===== src/rtl/alu_op_sequencer_pkg.sv =====
// Purpose  : shared opcodes, ALU function codes and FSM state type for the ALU op sequencer.
// Latency  : n/a (definitions only).
// Backpr.  : n/a.
// Contents : OP_* command opcodes, FUNC_* ALU encodings, state_t, opcode classifier helpers.
package alu_seq_pkg;

  localparam int DATA_W      = 16;
  localparam int SHAMT_DEF_W = 4;

  // Command opcodes; 10..15 are illegal.
  localparam logic [3:0] OP_ADD = 4'd0;
  localparam logic [3:0] OP_SUB = 4'd1;
  localparam logic [3:0] OP_AND = 4'd2;
  localparam logic [3:0] OP_OR  = 4'd3;
  localparam logic [3:0] OP_NOR = 4'd4;
  localparam logic [3:0] OP_XOR = 4'd5;
  localparam logic [3:0] OP_SLL = 4'd6;
  localparam logic [3:0] OP_SRL = 4'd7;
  localparam logic [3:0] OP_EQ  = 4'd8;
  localparam logic [3:0] OP_NE  = 4'd9;

  // ALU function encodings.
  localparam logic [2:0] FUNC_ADD = 3'b000;
  localparam logic [2:0] FUNC_SUB = 3'b001;
  localparam logic [2:0] FUNC_AND = 3'b010;
  localparam logic [2:0] FUNC_OR  = 3'b011;
  localparam logic [2:0] FUNC_NOR = 3'b100;
  localparam logic [2:0] FUNC_XOR = 3'b101;
  localparam logic [2:0] FUNC_SHL = 3'b110;
  localparam logic [2:0] FUNC_SHR = 3'b111;

  typedef enum logic [1:0] {
    S_IDLE  = 2'd0,
    S_EXEC  = 2'd1,
    S_SHIFT = 2'd2,
    S_RESP  = 2'd3
  } state_t;

  function automatic logic op_is_shift(input logic [3:0] op);
    return (op == OP_SLL) || (op == OP_SRL);
  endfunction

  function automatic logic op_is_cmp(input logic [3:0] op);
    return (op == OP_EQ) || (op == OP_NE);
  endfunction

endpackage


===== src/rtl/alu_op_sequencer_if.sv =====
// Purpose  : bundles the command, ALU-drive and response signals of the ALU op sequencer.
// Latency  : n/a (wiring only).
// Backpr.  : cmd_valid/cmd_ready and rsp_valid/rsp_ready handshakes.
// Modports : slave = sequencer (takes commands, drives ALU inputs and responses);
//            master = surrounding logic (issues commands, returns ALU result, consumes responses).
interface alu_op_sequencer_if #(
  parameter int WIDTH   = 16,
  parameter int SHAMT_W = 4
);
  logic               cmd_valid;
  logic               cmd_ready;
  logic [3:0]         cmd_op;
  logic [WIDTH-1:0]   cmd_a;
  logic [WIDTH-1:0]   cmd_b;
  logic [SHAMT_W-1:0] cmd_shamt;

  logic [WIDTH-1:0]   alu_a;
  logic [WIDTH-1:0]   alu_b;
  logic [2:0]         alu_func;
  logic [WIDTH-1:0]   alu_r;
  logic               alu_zf;

  logic               rsp_valid;
  logic               rsp_ready;
  logic [WIDTH-1:0]   rsp_result;
  logic               rsp_zf;
  logic               rsp_err;

  modport slave (
    input  cmd_valid, cmd_op, cmd_a, cmd_b, cmd_shamt, alu_r, alu_zf, rsp_ready,
    output cmd_ready, alu_a, alu_b, alu_func, rsp_valid, rsp_result, rsp_zf, rsp_err
  );

  modport master (
    output cmd_valid, cmd_op, cmd_a, cmd_b, cmd_shamt, alu_r, alu_zf, rsp_ready,
    input  cmd_ready, alu_a, alu_b, alu_func, rsp_valid, rsp_result, rsp_zf, rsp_err
  );
endinterface


===== src/rtl/alu_op_sequencer.sv =====
// Purpose  : turns one command into one or more cycles of an external combinational ALU.
// Latency  : accept->rsp_valid: 1 cycle illegal, 2 cycles single/compare/zero-shift, N+1 for shift by N.
// Backpr.  : no overlap; cmd_ready only in IDLE, response held until rsp_ready.
// Ports    : clk, rst_n (async active-low); bus (alu_op_sequencer_if.slave) carries cmd_*, alu_*, rsp_*.
// Config   : define ALU_SEQ_CMP_EN to support EQ/NE; otherwise opcodes 8/9 decode as illegal.
module alu_op_sequencer
  import alu_seq_pkg::*;
#(
  parameter int WIDTH   = DATA_W,
  parameter int SHAMT_W = SHAMT_DEF_W
) (
  input logic               clk,
  input logic               rst_n,
  alu_op_sequencer_if.slave bus
);

  localparam logic [SHAMT_W-1:0] CNT_ONE = {{(SHAMT_W-1){1'b0}}, 1'b1};

  state_t             state;
  logic [3:0]         op_q;
  logic [SHAMT_W-1:0] cnt_q;
  logic [WIDTH-1:0]   alu_a_q;   // doubles as the shift accumulator
  logic [WIDTH-1:0]   alu_b_q;
  logic [2:0]         alu_func_q;
  logic               rsp_valid_q;
  logic [WIDTH-1:0]   rsp_result_q;
  logic               rsp_zf_q;
  logic               rsp_err_q;

  logic               op_legal;
  logic [WIDTH-1:0]   exec_result;

  always_comb begin
    op_legal = (bus.cmd_op <= OP_XOR) || op_is_shift(bus.cmd_op);
`ifdef ALU_SEQ_CMP_EN
    op_legal = op_legal || op_is_cmp(bus.cmd_op);
`endif
  end

  // Result captured at the end of the single EXEC cycle. A zero-amount shift
  // returns A unchanged, which is still held in alu_a_q.
  always_comb begin
    exec_result = bus.alu_r;
    if (op_is_shift(op_q)) begin
      exec_result = alu_a_q;
    end
`ifdef ALU_SEQ_CMP_EN
    else if (op_q == OP_EQ) begin
      exec_result = {{(WIDTH-1){1'b0}}, bus.alu_zf};
    end else if (op_q == OP_NE) begin
      exec_result = {{(WIDTH-1){1'b0}}, ~bus.alu_zf};
    end
`endif
  end

  always_ff @(posedge clk or negedge rst_n) begin
    if (!rst_n) begin
      state        <= S_IDLE;
      op_q         <= '0;
      cnt_q        <= '0;
      alu_a_q      <= '0;
      alu_b_q      <= '0;
      alu_func_q   <= FUNC_ADD;
      rsp_valid_q  <= 1'b0;
      rsp_result_q <= '0;
      rsp_zf_q     <= 1'b0;
      rsp_err_q    <= 1'b0;
    end else begin
      case (state)
        S_IDLE: begin
          if (bus.cmd_valid) begin
            op_q  <= bus.cmd_op;
            cnt_q <= bus.cmd_shamt;
            if (!op_legal) begin
              // No ALU cycle: respond straight away with the error result.
              state        <= S_RESP;
              rsp_valid_q  <= 1'b1;
              rsp_result_q <= '0;
              rsp_zf_q     <= 1'b1;
              rsp_err_q    <= 1'b1;
            end else if (op_is_shift(bus.cmd_op) && (bus.cmd_shamt != '0)) begin
              state      <= S_SHIFT;
              alu_a_q    <= bus.cmd_a;
              alu_b_q    <= '0;
              alu_func_q <= (bus.cmd_op == OP_SLL) ? FUNC_SHL : FUNC_SHR;
            end else begin
              state   <= S_EXEC;
              alu_a_q <= bus.cmd_a;
              if (op_is_shift(bus.cmd_op)) begin
                alu_b_q    <= '0;
                alu_func_q <= FUNC_ADD;
              end else if (op_is_cmp(bus.cmd_op)) begin
                alu_b_q    <= bus.cmd_b;
                alu_func_q <= FUNC_SUB;
              end else begin
                alu_b_q    <= bus.cmd_b;
                alu_func_q <= bus.cmd_op[2:0];
              end
            end
          end
        end

        S_EXEC: begin
          state        <= S_RESP;
          rsp_valid_q  <= 1'b1;
          rsp_result_q <= exec_result;
          rsp_zf_q     <= (exec_result == '0);
          rsp_err_q    <= 1'b0;
          alu_a_q      <= '0;
          alu_b_q      <= '0;
          alu_func_q   <= FUNC_ADD;
        end

        S_SHIFT: begin
          cnt_q <= cnt_q - CNT_ONE;
          if (cnt_q == CNT_ONE) begin
            state        <= S_RESP;
            rsp_valid_q  <= 1'b1;
            rsp_result_q <= bus.alu_r;
            rsp_zf_q     <= (bus.alu_r == '0);
            rsp_err_q    <= 1'b0;
            alu_a_q      <= '0;
            alu_func_q   <= FUNC_ADD;
          end else begin
            alu_a_q <= bus.alu_r;
          end
        end

        S_RESP: begin
          if (bus.rsp_ready) begin
            state       <= S_IDLE;
            rsp_valid_q <= 1'b0;
          end
        end

        default: state <= S_IDLE;
      endcase
    end
  end

  assign bus.cmd_ready  = (state == S_IDLE);
  assign bus.alu_a      = alu_a_q;
  assign bus.alu_b      = alu_b_q;
  assign bus.alu_func   = alu_func_q;
  assign bus.rsp_valid  = rsp_valid_q;
  assign bus.rsp_result = rsp_result_q;
  assign bus.rsp_zf     = rsp_zf_q;
  assign bus.rsp_err    = rsp_err_q;

endmodule


===== src/flat_wrapper.sv =====
// flat-port wrapper written by rule: the top's interface ports become plain ports
module alu_op_sequencer_flat import alu_seq_pkg::*;
#(
  parameter int WIDTH   = DATA_W,
  parameter int SHAMT_W = SHAMT_DEF_W
)
  (clk, rst_n, bus_cmd_valid, bus_cmd_op, bus_cmd_a, bus_cmd_b, bus_cmd_shamt, bus_alu_r, bus_alu_zf, bus_rsp_ready, bus_cmd_ready, bus_alu_a, bus_alu_b, bus_alu_func, bus_rsp_valid, bus_rsp_result, bus_rsp_zf, bus_rsp_err);
  alu_op_sequencer_if #(.WIDTH(WIDTH), .SHAMT_W(SHAMT_W)) bus_i ();
  input logic clk;
  input logic rst_n;
  input wire logic [$bits(bus_i.cmd_valid)-1:0] bus_cmd_valid;
  input wire logic [$bits(bus_i.cmd_op)-1:0] bus_cmd_op;
  input wire logic [$bits(bus_i.cmd_a)-1:0] bus_cmd_a;
  input wire logic [$bits(bus_i.cmd_b)-1:0] bus_cmd_b;
  input wire logic [$bits(bus_i.cmd_shamt)-1:0] bus_cmd_shamt;
  input wire logic [$bits(bus_i.alu_r)-1:0] bus_alu_r;
  input wire logic [$bits(bus_i.alu_zf)-1:0] bus_alu_zf;
  input wire logic [$bits(bus_i.rsp_ready)-1:0] bus_rsp_ready;
  output wire logic [$bits(bus_i.cmd_ready)-1:0] bus_cmd_ready;
  output wire logic [$bits(bus_i.alu_a)-1:0] bus_alu_a;
  output wire logic [$bits(bus_i.alu_b)-1:0] bus_alu_b;
  output wire logic [$bits(bus_i.alu_func)-1:0] bus_alu_func;
  output wire logic [$bits(bus_i.rsp_valid)-1:0] bus_rsp_valid;
  output wire logic [$bits(bus_i.rsp_result)-1:0] bus_rsp_result;
  output wire logic [$bits(bus_i.rsp_zf)-1:0] bus_rsp_zf;
  output wire logic [$bits(bus_i.rsp_err)-1:0] bus_rsp_err;
  assign bus_i.cmd_valid = bus_cmd_valid;
  assign bus_i.cmd_op = bus_cmd_op;
  assign bus_i.cmd_a = bus_cmd_a;
  assign bus_i.cmd_b = bus_cmd_b;
  assign bus_i.cmd_shamt = bus_cmd_shamt;
  assign bus_i.alu_r = bus_alu_r;
  assign bus_i.alu_zf = bus_alu_zf;
  assign bus_i.rsp_ready = bus_rsp_ready;
  assign bus_cmd_ready = bus_i.cmd_ready;
  assign bus_alu_a = bus_i.alu_a;
  assign bus_alu_b = bus_i.alu_b;
  assign bus_alu_func = bus_i.alu_func;
  assign bus_rsp_valid = bus_i.rsp_valid;
  assign bus_rsp_result = bus_i.rsp_result;
  assign bus_rsp_zf = bus_i.rsp_zf;
  assign bus_rsp_err = bus_i.rsp_err;
  alu_op_sequencer #(.WIDTH(WIDTH), .SHAMT_W(SHAMT_W)) u_core (.clk(clk), .rst_n(rst_n), .bus(bus_i));
endmodule

===== config.mk =====
export PLATFORM = sky130hd
export DESIGN_NAME = alu_op_sequencer_flat
export DESIGN_NICKNAME = d
export VERILOG_FILES = /design/src/rtl/alu_op_sequencer_pkg.sv /design/src/rtl/alu_op_sequencer_if.sv /design/src/rtl/alu_op_sequencer.sv /design/src/flat_wrapper.sv
export SDC_FILE = /design/constraint.sdc
export NUM_CORES = 1
export LEC_CHECK = 0
export BUFFER_PORTS_ARGS = -buffer_cell sky130_fd_sc_hd__buf_2
export CAP_MARGIN = 10
export CORE_ASPECT_RATIO = 1.4
export CORE_MARGIN = 2
export CORE_UTILIZATION = 50
export DETAILED_ROUTE_END_ITERATION = 16
export PLACE_DENSITY = 0.86
export SLEW_MARGIN = 0
export SYNTH_ARGS = -nofsm -noshare
export SYNTH_HDL_FRONTEND = slang
export SYNTH_SLANG_ARGS = --single-unit

===== constraint.sdc =====
create_clock -name clk -period 2.37 [get_ports clk]
set_input_delay 0.1185 -clock clk [delete_from_list [all_inputs] [get_ports clk]]
set_output_delay 0.1185 -clock clk [all_outputs]
set_load 0.03 [all_outputs]

==> results of run 1 <==
[timing repair]
item	4_1_cts	5_1_grt
hold buffers	12	0
endpoints found under the setup margin	0	0
hold endpoints to repair	39	0
[logic make-up after synthesis]
kind of cell / Yosys count / share of synthesized area
AO/OA/AOI/OAI: 113 / 0.2525
adder cells (fa/ha/maj): 8 / 0.03128
buffers and inverters: 32 / 0.05003
flip-flops: 63 / 0.4926
multiplexers: 10 / 0.03557
AND/OR/NAND/NOR: 85 / 0.1380
[worst reg2reg max path, stage by stage (launching register included)]
cell,delay (ns)
dfrtp_1,0.42
inv_1,0.15
ha_1,0.45
mux2i_2,0.14
nor3_2,0.73
a22o_1,0.24
[metrics by stage]
| step | instances | total power, W | util | worst slack, ns |
|---|---|---|---|---|
| finish | 510 | 0.006726 | 0.6628 | 0.1720 |
| global route | 510 | 0.007168 | 0.6628 | 0.01592 |
| CTS | 510 | 0.006722 | 0.6628 | 0.1663 |
| global placement | 482 | 0.005613 | 0.6118 | 0.2928 |
| detailed placement | 482 | 0.005775 | 0.6118 | 0.1674 |
| floorplan | 311 | 0.004844 | - | 0.2677 |
[area by class of cell]
cell class	instances	area, um^2
clock buffer	9	123.9
clock inverter	7	72.57
fill	506	2095
inverter	11	41.29
multi-input combinational	216	1464
sequential	63	1577
tap	72	90.09
timing repair buffer	132	748.2
[per-layer routing]
layer,GRT usage,up-vias,wire [um]
li1,-,1388,-
met1,0.3080,1452,3363
met2,0.4323,133,4636
met3,0.05419,29,584
met4,0.1030,0,271
met5,0,-,0
[synth_stat cells (2+ instances only)]
| cell | number |
|---|---|
| dfrtp_1 | 63 |
| nand3_1 | 3 |
| a31oi_1 | 18 |
| buf_6 | 3 |
| nor4_1 | 9 |
| a22oi_1 | 16 |
| nor2b_1 | 18 |
| nor2_1 | 18 |
| o21ai_0 | 13 |
| o31ai_1 | 2 |
| o21ai_2 | 11 |
| nand2_2 | 2 |
| a22o_1 | 19 |
| inv_1 | 11 |
| a21oi_1 | 23 |
| nand2_1 | 24 |
| mux2_2 | 8 |
| clkbuf_1 | 11 |
| buf_2 | 5 |
| and4_1 | 2 |
| o32ai_1 | 2 |
| ha_1 | 8 |
[registers in the layout, indices dropped and copies added (netlist names)]
signal	cells
u_core.bus.rsp_zf	1
u_core.bus.rsp_err	1
u_core.op_q	3
u_core.state	2
u_core.bus.alu_func	3
u_core.bus.rsp_result	16
u_core.cnt_q	4
u_core.bus.rsp_valid	1
u_core.bus.alu_a	16
u_core.bus.alu_b	16
[path summary, 6_finish.rpt]
kind | startpoint | to
max in group asynchronous | rst_n | u_core.bus.alu_b[12]
max reg2reg | u_core.state[0] | u_core.bus.alu_b[14]
min | bus_cmd_b[12] | u_core.bus.alu_b[12]
max | u_core.state[0] | u_core.bus.alu_b[14]
min reg2reg | u_core.bus.rsp_result[4] | u_core.bus.rsp_result[4]
min in group asynchronous | rst_n | u_core.cnt_q[0]
[power breakdown]
part           total (W)  internal (W)  leakage (nW)  switching, W
Sequential       0.00196       0.00158         0.788      0.000383
Combinational    0.00383       0.00129          1.12       0.00254
Clock           0.000928      0.000486        0.0956      0.000441
==> report_table.html, run 1 <==
<table>
<tr><th>Metric</th><th>Value</th></tr>
<tr><th colspan="2">Critical path</th></tr>
<tr><td>Register-to-register path setup slack</td><td>0.17 ns</td></tr>
<tr><td>Worst-path cell with the longest stage delay</td><td>nor3_2</td></tr>
<tr><td>Critical-path cell list</td><td>inv_1 -&gt; ha_1 -&gt; mux2i_2 -&gt; nor3_2 -&gt; a22o_1</td></tr>
<tr><td>Buffers &amp; Inverters on Critical Path</td><td>1</td></tr>
<tr><td>Delay of the slowest cell on the worst path</td><td>0.73 ns</td></tr>
<tr><td>Total number of cells along the worst setup path</td><td>5</td></tr>
<tr><td>R2r worst-path depth</td><td>5</td></tr>
<tr><td>Crit path launch type</td><td>register</td></tr>
<tr><td>Worst-path fanout max</td><td>16</td></tr>
<tr><td>Critical path arrival</td><td>2.47 ns</td></tr>
<tr><td>Capturing element type of the critical path</td><td>register</td></tr>
<tr><td>Data required time at the worst endpoint</td><td>2.64 ns</td></tr>
<tr><td>Worst Setup Path Type</td><td>register to register</td></tr>
<tr><td>Category of cells accounting for the largest share of critical-path delay</td><td>simple AND/OR/NAND/NOR gates</td></tr>
<tr><th colspan="2">Drt</th></tr>
<tr><td>Post-Route WL</td><td>8855 um</td></tr>
<tr><td>Per-cell routed wire length</td><td>between 15 and 20 um</td></tr>
<tr><td>Initial DRT Pass Iterations</td><td>5</td></tr>
<tr><td>Via density per instance</td><td>a little under 6</td></tr>
<tr><td>Via Count</td><td>3,002</td></tr>
<tr><td>Remaining antenna violation count</td><td>0</td></tr>
<tr><td>Remaining design rule violation count</td><td>0</td></tr>
<tr><td>Number of design-rule violations left by the first detailed-router iteration</td><td>~230</td></tr>
<tr><th colspan="2">Place</th></tr>
<tr><td>Area after detailed placement</td><td>between 0.003 and 0.004 mm^2</td></tr>
<tr><td>Post-detail-place hpwl</td><td>roughly 6500 um</td></tr>
<tr><td>Quantity of I/O buffers inserted on ports</td><td>114</td></tr>
<tr><td>Gp weighted congestion</td><td>roughly 0.86</td></tr>
<tr><th colspan="2">Synth</th></tr>
<tr><td>Number of synthesized flops with an enable pin</td><td>0</td></tr>
<tr><td>Total number of yosys warnings</td><td>0</td></tr>
<tr><td>Share of synthesized area occupied by flip-flops and latches</td><td>0.4926</td></tr>
<tr><td>Biggest area contributors in the synthesized netlist</td><td>dfrtp_1, a22o_1, a22oi_1, a21oi_1, a31oi_1</td></tr>
<tr><td>Gate count of the mapped netlist</td><td>311</td></tr>
<tr><td>Combined area of all synthesized cells</td><td>0.003201 mm^2</td></tr>
<tr><td>Mean instance size in the synthesized netlist</td><td>10.29 um^2</td></tr>
<tr><td>Yosys reg bits</td><td>63</td></tr>
<tr><td>Distinct cell type count after synthesis</td><td>between 40 and 50</td></tr>
<tr><td>Net count after synthesis</td><td>380</td></tr>
<tr><td>Leading area contributor after synthesis</td><td>dfrtp_1</td></tr>
<tr><td>Primary FF master, synth</td><td>dfrtp_1</td></tr>
<tr><td>Proportion of netlist area held by the largest area contributor</td><td>0.4926</td></tr>
<tr><td>Synth async-reset ratio</td><td>1.000</td></tr>
<tr><th colspan="2">Floorplanning</th></tr>
<tr><td>Number of placement rows</td><td>34</td></tr>
<tr><td>Io pins</td><td>116</td></tr>
<tr><td>Die Area</td><td>0.007066 mm^2</td></tr>
<tr><td>Die boundary width</td><td>71.62 um</td></tr>
<tr><td>Effective utilization at floorplan</td><td>0.5153</td></tr>
<tr><td>Y dimension of the die</td><td>98.67 um</td></tr>
<tr><td>Area of the core</td><td>0.006211 mm^2</td></tr>
<tr><th colspan="2">Timing</th></tr>
<tr><td>Endpoints failing hold</td><td>0</td></tr>
<tr><td>Total Neg Setup Slack</td><td>0 ns</td></tr>
<tr><td>Maximum clock rate</td><td>455.0 MHz</td></tr>
<tr><td>Normalized max-slew margin</td><td>0.3701</td></tr>
<tr><td>Worst Tran Pin Value</td><td>roughly 0.94 ns</td></tr>
<tr><td>Final setup viols</td><td>0</td></tr>
<tr><td>Clock Skew</td><td>0.01087 ns</td></tr>
<tr><td>Crit share post-route</td><td>0.9274</td></tr>
<tr><td>Unrepaired setup endpoints after global routing</td><td>false</td></tr>
<tr><td>Final max-slew violation count</td><td>0</td></tr>
<tr><td>Min Tclk post-route</td><td>2.198 ns</td></tr>
<tr><td>Hold slack final</td><td>0.005684 ns</td></tr>
<tr><th colspan="2">CTS</th></tr>
<tr><td>Clock transition at the registers of the reported paths</td><td>~0.070 ns</td></tr>
<tr><td>Level count of the clock H-tree</td><td>3</td></tr>
<tr><td>Clk_lat worst skew</td><td>approximately 0.35 ns</td></tr>
<tr><td>Setup fix buffers added after clock tree synthesis</td><td>0</td></tr>
<tr><td>Worst-case clock buffer depth</td><td>2</td></tr>
<tr><td>Clock root cell</td><td>clkbuf_8</td></tr>
<tr><td>Clock tree from TritonCTS</td><td>built</td></tr>
<tr><td>Sinks on Clock Net</td><td>63</td></tr>
<tr><td>CTS buffer count</td><td>9</td></tr>
<tr><td>Post_cts resized</td><td>0</td></tr>
<tr><th colspan="2">Layout</th></tr>
<tr><td>Most used cells in the layout excluding fill and tap cells</td><td>buf_2, dfrtp_1, nand2_1</td></tr>
<tr><td>Number of antenna diodes</td><td>0</td></tr>
<tr><td>Total Nets Final</td><td>approximately 500</td></tr>
<tr><td>Share of post-route cells with drive strength above 1</td><td>0.3744</td></tr>
<tr><td>Area of all placed cells without fillers</td><td>~0.0041 mm^2</td></tr>
<tr><td>Area added between synthesis and finish</td><td>28.62%</td></tr>
<tr><td>Commonest non-fill, non-tap cell in the layout</td><td>buf_2</td></tr>
<tr><th colspan="2">GRT</th></tr>
<tr><td>Global-route congestion overflow total</td><td>0</td></tr>
<tr><td>Via count of the first global-routing pass</td><td>2,957</td></tr>
<tr><td>GR Util All Layers</td><td>0.2533</td></tr>
<tr><td>Maximum number of pins on one net before global-route repair</td><td>36</td></tr>
<tr><td>Wire length of the first global-routing pass</td><td>around 14,000 um</td></tr>
<tr><td>Number of antenna violations at the first check in global routing</td><td>0</td></tr>
<tr><th colspan="2">Power and ir drop</th></tr>
<tr><td>PwrDens</td><td>1634 mW/mm^2</td></tr>
<tr><td>Max rail drop VDD</td><td>0.9775 mV</td></tr>
<tr><td>Leakage</td><td>2.004 nW</td></tr>
<tr><th colspan="2">Worst hold path</th></tr>
<tr><td>Hold Path Class</td><td>primary input to register</td></tr>
<tr><td>Worst hold path depth</td><td>2</td></tr>
<tr><th colspan="2">Job</th></tr>
<tr><td>Count of maximum capacitance violations</td><td>0</td></tr>
<tr><th colspan="2">Status</th></tr>
<tr><td>Result of the run</td><td>complete, no violations</td></tr>
</table>
No activity file was read; power rests on OpenSTA's default activity.
==> run 2, diff against run 1 <==
- RECOVER_POWER: not set -> 25
==> run 2 against run 1 <==
  * The run now ends with max-capacitance violations, max-slew violations left
  * First-iteration DRC count is 3.1% higher
  * Highest routed layer unchanged
  * Critical path depth stayed put
  * Register-to-register slack hardly changed
  * Global-route usage stayed put
  * Clock skew hardly changed
  * Non-clock buffer count stayed put
  * Power is 0.31% lower
  * Die area stayed put
  * Sequential power hardly changed
  * Combinational power hardly changed
  * Critical endpoint unchanged
  * Sequential share of layout area is 0.21 points higher
  * Via count hardly changed
==> report_table.html, run 2 (synthesis results as in run 1) <==
<table>
<tr><th>Metric</th><th>Value</th></tr>
<tr><th colspan="2">Status</th></tr>
<tr><td>Result of the run</td><td>finished with violations</td></tr>
<tr><td>Failing checks</td><td>max-capacitance violations, max-slew violations</td></tr>
<tr><th colspan="2">Timing</th></tr>
<tr><td>Normalized max-slew margin</td><td>-0.1313</td></tr>
<tr><td>Final setup viols</td><td>0</td></tr>
<tr><td>Final max-slew violation count</td><td>29</td></tr>
<tr><td>Min Tclk post-route</td><td>2.203 ns</td></tr>
<tr><td>Crit share post-route</td><td>0.9296</td></tr>
<tr><td>Maximum clock rate</td><td>453.9 MHz</td></tr>
<tr><td>Hold slack final</td><td>0.006533 ns</td></tr>
<tr><td>Endpoints failing hold</td><td>0</td></tr>
<tr><td>Worst Tran Pin Value</td><td>1.697 ns</td></tr>
<tr><td>Unrepaired setup endpoints after global routing</td><td>false</td></tr>
<tr><td>Total Neg Setup Slack</td><td>0 ns</td></tr>
<tr><td>Clock Skew</td><td>roughly 0.011 ns</td></tr>
<tr><th colspan="2">GRT</th></tr>
<tr><td>Wire length of the first global-routing pass</td><td>14,060 um</td></tr>
<tr><td>Via count of the first global-routing pass</td><td>2,957</td></tr>
<tr><td>Maximum number of pins on one net before global-route repair</td><td>36</td></tr>
<tr><td>Global-route congestion overflow total</td><td>0</td></tr>
<tr><td>Number of antenna violations at the first check in global routing</td><td>0</td></tr>
<tr><td>GR Util All Layers</td><td>0.2533</td></tr>
<tr><th colspan="2">Layout</th></tr>
<tr><td>Area of combinational cells with multiple inputs</td><td>~0.0015 mm^2</td></tr>
<tr><td>Area added between synthesis and finish</td><td>27.91%</td></tr>
<tr><td>Number of fill cells</td><td>511</td></tr>
<tr><td>Total Nets Final</td><td>502</td></tr>
<tr><td>Commonest non-fill, non-tap cell in the layout</td><td>buf_2</td></tr>
<tr><td>Number of antenna diodes</td><td>0</td></tr>
<tr><td>Most used cells in the layout excluding fill and tap cells</td><td>buf_2, dfrtp_1, nand2_1</td></tr>
<tr><td>Register cell area after layout</td><td>~0.0016 mm^2</td></tr>
<tr><td>Share of post-route cells with drive strength above 1</td><td>0.3333</td></tr>
<tr><th colspan="2">Floorplanning</th></tr>
<tr><td>Die Area</td><td>approximately 0.007 mm^2</td></tr>
<tr><td>Area of the core</td><td>~0.0062 mm^2</td></tr>
<tr><td>Die boundary width</td><td>71.62 um</td></tr>
<tr><td>Y dimension of the die</td><td>just under 100 um</td></tr>
<tr><td>Number of placement rows</td><td>34</td></tr>
<tr><td>Io pins</td><td>116</td></tr>
<tr><td>Effective utilization at floorplan</td><td>0.5153</td></tr>
<tr><th colspan="2">Power and ir drop</th></tr>
<tr><td>Switching power summed over all nets</td><td>0.003377 W</td></tr>
<tr><td>Int Power</td><td>0.003328 W</td></tr>
<tr><td>PwrDens</td><td>1638 mW/mm^2</td></tr>
<tr><td>Share of power burned in registers</td><td>0.294</td></tr>
<tr><td>Sw Share</td><td>0.5036</td></tr>
<tr><td>Relative contribution of combinational cells to total power</td><td>0.568</td></tr>
<tr><td>Leakage</td><td>1.937 nW</td></tr>
<tr><td>Max rail drop VDD</td><td>0.9808 mV</td></tr>
<tr><td>Part of the total power dissipated in the clock network</td><td>0.138</td></tr>
<tr><th colspan="2">CTS</th></tr>
<tr><td>Sinks on Clock Net</td><td>between 60 and 70</td></tr>
<tr><td>CTS buffer count</td><td>9</td></tr>
<tr><td>Worst-case clock buffer depth</td><td>2</td></tr>
<tr><td>Clock root cell</td><td>clkbuf_8</td></tr>
<tr><td>Level count of the clock H-tree</td><td>3</td></tr>
<tr><td>Clock transition at the registers of the reported paths</td><td>0.07 ns</td></tr>
<tr><td>Post_cts resized</td><td>0</td></tr>
<tr><td>Setup fix buffers added after clock tree synthesis</td><td>0</td></tr>
<tr><td>Clock tree from TritonCTS</td><td>built</td></tr>
<tr><td>Clk_lat worst skew</td><td>about 0.35 ns</td></tr>
<tr><th colspan="2">Drt</th></tr>
<tr><td>Remaining antenna violation count</td><td>0</td></tr>
<tr><td>Remaining design rule violation count</td><td>0</td></tr>
<tr><td>Number of design-rule violations left by the first detailed-router iteration</td><td>234</td></tr>
<tr><td>Post-Route WL</td><td>just under 9000 um</td></tr>
<tr><td>Per-cell routed wire length</td><td>17.43 um</td></tr>
<tr><td>Via density per instance</td><td>5.890</td></tr>
<tr><td>Initial DRT Pass Iterations</td><td>5</td></tr>
<tr><td>Via Count</td><td>about 3,000</td></tr>
<tr><th colspan="2">Worst hold path</th></tr>
<tr><td>Hold Path Class</td><td>primary input to register</td></tr>
<tr><th colspan="2">Critical path</th></tr>
<tr><td>Crit path launch type</td><td>register</td></tr>
<tr><td>Data required time at the worst endpoint</td><td>2.64 ns</td></tr>
<tr><td>Capturing element type of the critical path</td><td>register</td></tr>
<tr><td>Worst Setup Path Type</td><td>register to register</td></tr>
<tr><td>Worst-path fanout max</td><td>16</td></tr>
<tr><td>Critical path arrival</td><td>roughly 2.5 ns</td></tr>
<tr><th colspan="2">Place</th></tr>
<tr><td>Gp weighted congestion</td><td>0.8638</td></tr>
<tr><td>Post-detail-place hpwl</td><td>6530 um</td></tr>
<tr><td>Quantity of I/O buffers inserted on ports</td><td>114</td></tr>
<tr><th colspan="2">Job</th></tr>
<tr><td>Count of maximum capacitance violations</td><td>1</td></tr>
</table>
[run 2: cell count changes in the layout (fill, tap and decap cells not counted), sizes merged]
| cell | previous run | this run |
|---|---|---|
| clkbuf | 9 | 27 |
| buf | 120 | 102 |
[run 2: path summary, 6_finish.rpt]
path                            cells past startpoint                     start  slack (ns)                  endpoint
worst max-delay path                                5           u_core.state[0]        0.17      u_core.bus.alu_b[14]
worst min-delay path                                2             bus_cmd_b[12]       0.007      u_core.bus.alu_b[12]
worst max register to register                      5           u_core.state[0]        0.17      u_core.bus.alu_b[14]
worst min register to register                      2  u_core.bus.rsp_result[4]        0.48  u_core.bus.rsp_result[4]
max in group asynchronous                           2                     rst_n        0.63      u_core.bus.alu_a[10]
min in group asynchronous                           2                     rst_n        0.74           u_core.cnt_q[0]
[run 2: area by class of cell]
class | count | share of cell area
tap | 72 | 0.02200
clock buffer | 9 | 0.03026
sequential | 63 | 0.3851
timing repair buffer | 132 | 0.1773
inverter | 11 | 0.01009
clock inverter | 7 | 0.01773
multi-input combinational | 216 | 0.3576
[run 2: critical path, cell delays in order (launching register included)]
cell     delay, ns
dfrtp_1       0.42
inv_1         0.15
ha_1          0.44
mux2i_2       0.14
nor3_2        0.74
a22o_1        0.24
[run 2: timing repair]
| item | 4_1_cts | 5_1_grt |
|---|---|---|
| hold buffers | 12 | 0 |
| endpoints found under the setup margin | 0 | 0 |
| hold endpoints to repair | 39 | 0 |
[run 2: per-stage QoR]
step                total power, W  setup WS, ns  instances    util  cell area [um^2]
floorplan                 0.004844        0.2677        311       -              3201
global placement          0.005613        0.2928        482  0.6118              3800
detailed placement        0.005775        0.1674        482  0.6118              3800
CTS                       0.006722        0.1663        510  0.6628              4116
global route              0.007141       0.01592        510  0.6591              4094
finish                    0.006705        0.1669        510  0.6591              4094
[run 2: metal layers]
| layer | vias to the layer above | GRT usage | wire, um |
|---|---|---|---|
| met5 | - | 0 | 0 |
| met4 | 0 | 0.1030 | 216 |
| met3 | 23 | 0.05419 | 671 |
| met2 | 143 | 0.4323 | 4702 |
| met1 | 1447 | 0.3080 | 3298 |
| li1 | 1391 | - | - |
[run 2: power groups by stage]
stage	registers [W]	clock network (W)	logic, W
global route	0.00203	0.000975	0.00414
global placement	0.00194	0	0.00367
floorplan	0.00269	0	0.00215
CTS	0.00196	0.000935	0.00383
detailed placement	0.00197	0	0.00380
finish	0.00197	0.000929	0.00381
==> run 3, diff against run 2 <==
- BUFFER_PORTS_ARGS: -buffer_cell sky130_fd_sc_hd__buf_2 -> not set
- CORE_UTILIZATION: 50 -> 60
- DONT_BUFFER_PORTS: not set -> 1
- PLACE_DENSITY: 0.86 -> 0.81
==> run 3 against run 2 <==
  * Cell count decreased by 18%
  * Clock power increased by 27%
  * Sequential power increased by 44%
  * Clock-buffer cell count unchanged
  * Highest routed layer unchanged
  * Worst hold slack got worse by 0.012 ns
  * The run ends with negative hold slack, max-capacitance violations, max-slew violations left
  * Power decreased by 1.0%
  * Global-route usage increased by 5.1 points
  * Core utilization increased by 9.1 points
  * Register-to-register slack improved by 0.09 ns
  * Routed wire length decreased by 3.2%
  * Non-clock buffer count decreased by 85
  * Clock skew increased by 0.00082 ns
==> report_table.html, run 3 (synthesis results as in run 1) <==
<table>
<tr><th>Metric</th><th>Value</th></tr>
<tr><th colspan="2">Timing</th></tr>
<tr><td>Endpoints failing hold</td><td>1</td></tr>
<tr><td>Final max-slew violation count</td><td>between 60 and 70</td></tr>
<tr><td>Maximum clock rate</td><td>472.7 MHz</td></tr>
<tr><td>Normalized max-slew margin</td><td>-0.02301</td></tr>
<tr><td>Hold slack final</td><td>-0.005545 ns</td></tr>
<tr><td>Worst Tran Pin Value</td><td>1.535 ns</td></tr>
<tr><td>Min Tclk post-route</td><td>2.116 ns</td></tr>
<tr><td>Clock Skew</td><td>0.01202 ns</td></tr>
<tr><td>Total Neg Setup Slack</td><td>0 ns</td></tr>
<tr><td>Final setup viols</td><td>0</td></tr>
<tr><td>Unrepaired setup endpoints after global routing</td><td>false</td></tr>
<tr><td>Crit share post-route</td><td>0.8927</td></tr>
<tr><th colspan="2">CTS</th></tr>
<tr><td>Level count of the clock H-tree</td><td>3</td></tr>
<tr><td>Clock tree from TritonCTS</td><td>built</td></tr>
<tr><td>Worst-case clock buffer depth</td><td>2</td></tr>
<tr><td>Clock root cell</td><td>clkbuf_8</td></tr>
<tr><td>CTS buffer count</td><td>9</td></tr>
<tr><td>Clk_lat worst skew</td><td>0.35 ns</td></tr>
<tr><td>Sinks on Clock Net</td><td>63</td></tr>
<tr><td>Clock transition at the registers of the reported paths</td><td>0.08 ns</td></tr>
<tr><td>Setup fix buffers added after clock tree synthesis</td><td>0</td></tr>
<tr><th colspan="2">Drt</th></tr>
<tr><td>Remaining antenna violation count</td><td>0</td></tr>
<tr><td>Per-cell routed wire length</td><td>20.49 um</td></tr>
<tr><td>Number of design-rule violations left by the first detailed-router iteration</td><td>371</td></tr>
<tr><td>Via density per instance</td><td>roughly 6.5</td></tr>
<tr><td>Via Count</td><td>2,738</td></tr>
<tr><td>Initial DRT Pass Iterations</td><td>7</td></tr>
<tr><td>Post-Route WL</td><td>approximately 8600 um</td></tr>
<tr><td>Remaining design rule violation count</td><td>0</td></tr>
<tr><th colspan="2">Status</th></tr>
<tr><td>Result of the run</td><td>finished with violations</td></tr>
<tr><td>Failing checks</td><td>negative hold slack, max-capacitance violations, max-slew violations</td></tr>
<tr><th colspan="2">GRT</th></tr>
<tr><td>GR Util All Layers</td><td>0.3041</td></tr>
<tr><td>Via count of the first global-routing pass</td><td>2,727</td></tr>
<tr><td>Maximum number of pins on one net before global-route repair</td><td>64</td></tr>
<tr><td>Global-route congestion overflow total</td><td>0</td></tr>
<tr><td>Number of antenna violations at the first check in global routing</td><td>1</td></tr>
<tr><td>Wire length of the first global-routing pass</td><td>13,790 um</td></tr>
<tr><th colspan="2">Critical path</th></tr>
<tr><td>Data required time at the worst endpoint</td><td>2.60 ns</td></tr>
<tr><td>R2r worst-path depth</td><td>6</td></tr>
<tr><td>Delay of the slowest cell on the worst path</td><td>around 0.42 ns</td></tr>
<tr><td>Worst Setup Path Type</td><td>register to register</td></tr>
<tr><td>Capturing element type of the critical path</td><td>register</td></tr>
<tr><td>Worst-path cell with the longest stage delay</td><td>or3b_4</td></tr>
<tr><td>Critical-path cell list</td><td>inv_1 -&gt; ha_1 -&gt; or3b_4 -&gt; a221oi_4 -&gt; nand2_2 -&gt; o22a_1</td></tr>
<tr><td>Critical path arrival</td><td>about 2.4 ns</td></tr>
<tr><td>Endpoint of the most critical register-to-register path</td><td>u_core.bus.rsp_zf</td></tr>
<tr><td>Worst r2r src</td><td>u_core.cnt_q[1]</td></tr>
<tr><td>Register-to-register path setup slack</td><td>0.25 ns</td></tr>
<tr><td>Worst-path fanout max</td><td>17</td></tr>
<tr><td>Crit path launch type</td><td>register</td></tr>
<tr><th colspan="2">Layout</th></tr>
<tr><td>Share of post-route cells with drive strength above 1</td><td>0.1473</td></tr>
<tr><td>Area added between synthesis and finish</td><td>20.91%</td></tr>
<tr><td>Area of combinational cells with multiple inputs</td><td>0.001470 mm^2</td></tr>
<tr><td>Most used cells in the layout excluding fill and tap cells</td><td>dfrtp_1, dlygate4sd3_1, nand2_1</td></tr>
<tr><td>Register cell area after layout</td><td>0.001577 mm^2</td></tr>
<tr><td>Commonest non-fill, non-tap cell in the layout</td><td>dfrtp_1</td></tr>
<tr><td>Total Nets Final</td><td>about 420</td></tr>
<tr><td>Number of fill cells</td><td>362</td></tr>
<tr><th colspan="2">Floorplanning</th></tr>
<tr><td>Y dimension of the die</td><td>between 90 and 100 um</td></tr>
<tr><td>Area of the core</td><td>0.005159 mm^2</td></tr>
<tr><td>Effective utilization at floorplan</td><td>0.6204</td></tr>
<tr><td>Io pins</td><td>116</td></tr>
<tr><td>Die Area</td><td>0.005943 mm^2</td></tr>
<tr><td>Number of placement rows</td><td>31</td></tr>
<tr><td>Die boundary width</td><td>between 60 and 70 um</td></tr>
<tr><th colspan="2">Power and ir drop</th></tr>
<tr><td>Leakage</td><td>1.661 nW</td></tr>
<tr><td>Max rail drop VDD</td><td>1.203 mV</td></tr>
<tr><td>PwrDens</td><td>roughly 1700 mW/mm^2</td></tr>
<tr><th colspan="2">Place</th></tr>
<tr><td>Quantity of I/O buffers inserted on ports</td><td>0</td></tr>
<tr><td>Post-detail-place hpwl</td><td>5646 um</td></tr>
<tr><td>Gp weighted congestion</td><td>0.8077</td></tr>
<tr><th colspan="2">Worst hold path</th></tr>
<tr><td>Hold Crit Start</td><td>bus_alu_r[0]</td></tr>
<tr><td>Min-Delay Endpoint</td><td>u_core.bus.rsp_result[0]</td></tr>
<tr><td>Worst hold path depth</td><td>2</td></tr>
<tr><td>Hold Path Class</td><td>primary input to register</td></tr>
<tr><th colspan="2">Job</th></tr>
<tr><td>Count of maximum capacitance violations</td><td>1</td></tr>
</table>
==> run 3: cell types whose count changed in the layout (fill, tap and decap cells not counted), moves of 2 or more <==
cell and delta:
clkinvlp_4 -2, clkbuf_1 -18, buf_2 -96, bufinv_16 +2
clkinv_2 -2, buf_4 +2, inv_6 +3, dlygate4sd3_1 +27
==> run 3: how the worst max path moves through the flow <==
stage | from | to | slack, ns
floorplan | u_core.state[0] | u_core.bus.alu_b[10] | 0.27
global placement | u_core.state[0] | u_core.bus.alu_b[3] | 0.20
detailed placement | u_core.state[0] | u_core.bus.alu_b[7] | 0.17
CTS | u_core.state[0] | u_core.bus.alu_b[7] | 0.15
global route | u_core.state[0] | u_core.bus.rsp_result[15] | 0.15
finish | u_core.cnt_q[1] | u_core.bus.rsp_zf | 0.25
==> run 3: area by class of cell <==
class | instances | area share
Tap cell | 66 | 0.02134
Timing Repair Buffer | 47 | 0.1157
Clock buffer | 9 | 0.03201
Inverter | 11 | 0.01067
Antenna cell | 1 | 0.0006466
Sequential cell | 63 | 0.4074
Clock inverter | 7 | 0.03233
Multi-Input combinational cell | 216 | 0.3799
==> run 3: what timing repair did <==
item / CTS / global route
endpoints found under the setup margin: 0 / 15
endpoints found under the hold margin: 107 / 0
gates resized for setup: 0 / 1
hold buffers: 40 / 0
==> run 3: per-layer routing <==
layer | up-vias | global-route usage | wire, um
met1 | 1364 | 0.3563 | 3135
met4 | 0 | 0.1424 | 201
li1 | 1218 | - | -
met5 | - | 0 | 0
met2 | 136 | 0.5084 | 4575
met3 | 20 | 0.07855 | 692
==> run 3: where the power goes <==
| part | total [W] | switching, W | leakage (nW) | internal (W) |
|---|---|---|---|---|
| Combinational | 0.00262 | 0.00156 | 0.748 | 0.00106 |
| Clock | 0.00118 | 0.000463 | 0.125 | 0.000713 |
| Sequential | 0.00284 | 0.00128 | 0.788 | 0.00157 |
==> run 3: worst max-delay path: cells and delay by family, from the launching register on <==
family	cells	cell delay (ns)
AOI/OAI and AO/OA	2	0.62
and+or+nand+nor	2	0.75
DFF	1	0.40
buffers and inverters	1	0.10
adders and majority gates	1	0.14
==> run 3: stage by stage <==
| step | setup WS, ns | total power (W) | cell area [um^2] | std cells | util |
|---|---|---|---|---|---|
| after global routing | 0.1460 | 0.007055 | 3870 | 420 | 0.7502 |
| after detailed placement | 0.1667 | 0.005345 | 3217 | 363 | 0.6236 |
| after global placement | 0.2036 | 0.005227 | 3217 | 363 | 0.6236 |
| after floorplan | 0.2677 | 0.004844 | 3201 | 311 | - |
| final | 0.2543 | 0.006635 | 3870 | 420 | 0.7502 |
| after CTS | 0.1472 | 0.006601 | 3884 | 419 | 0.7529 |
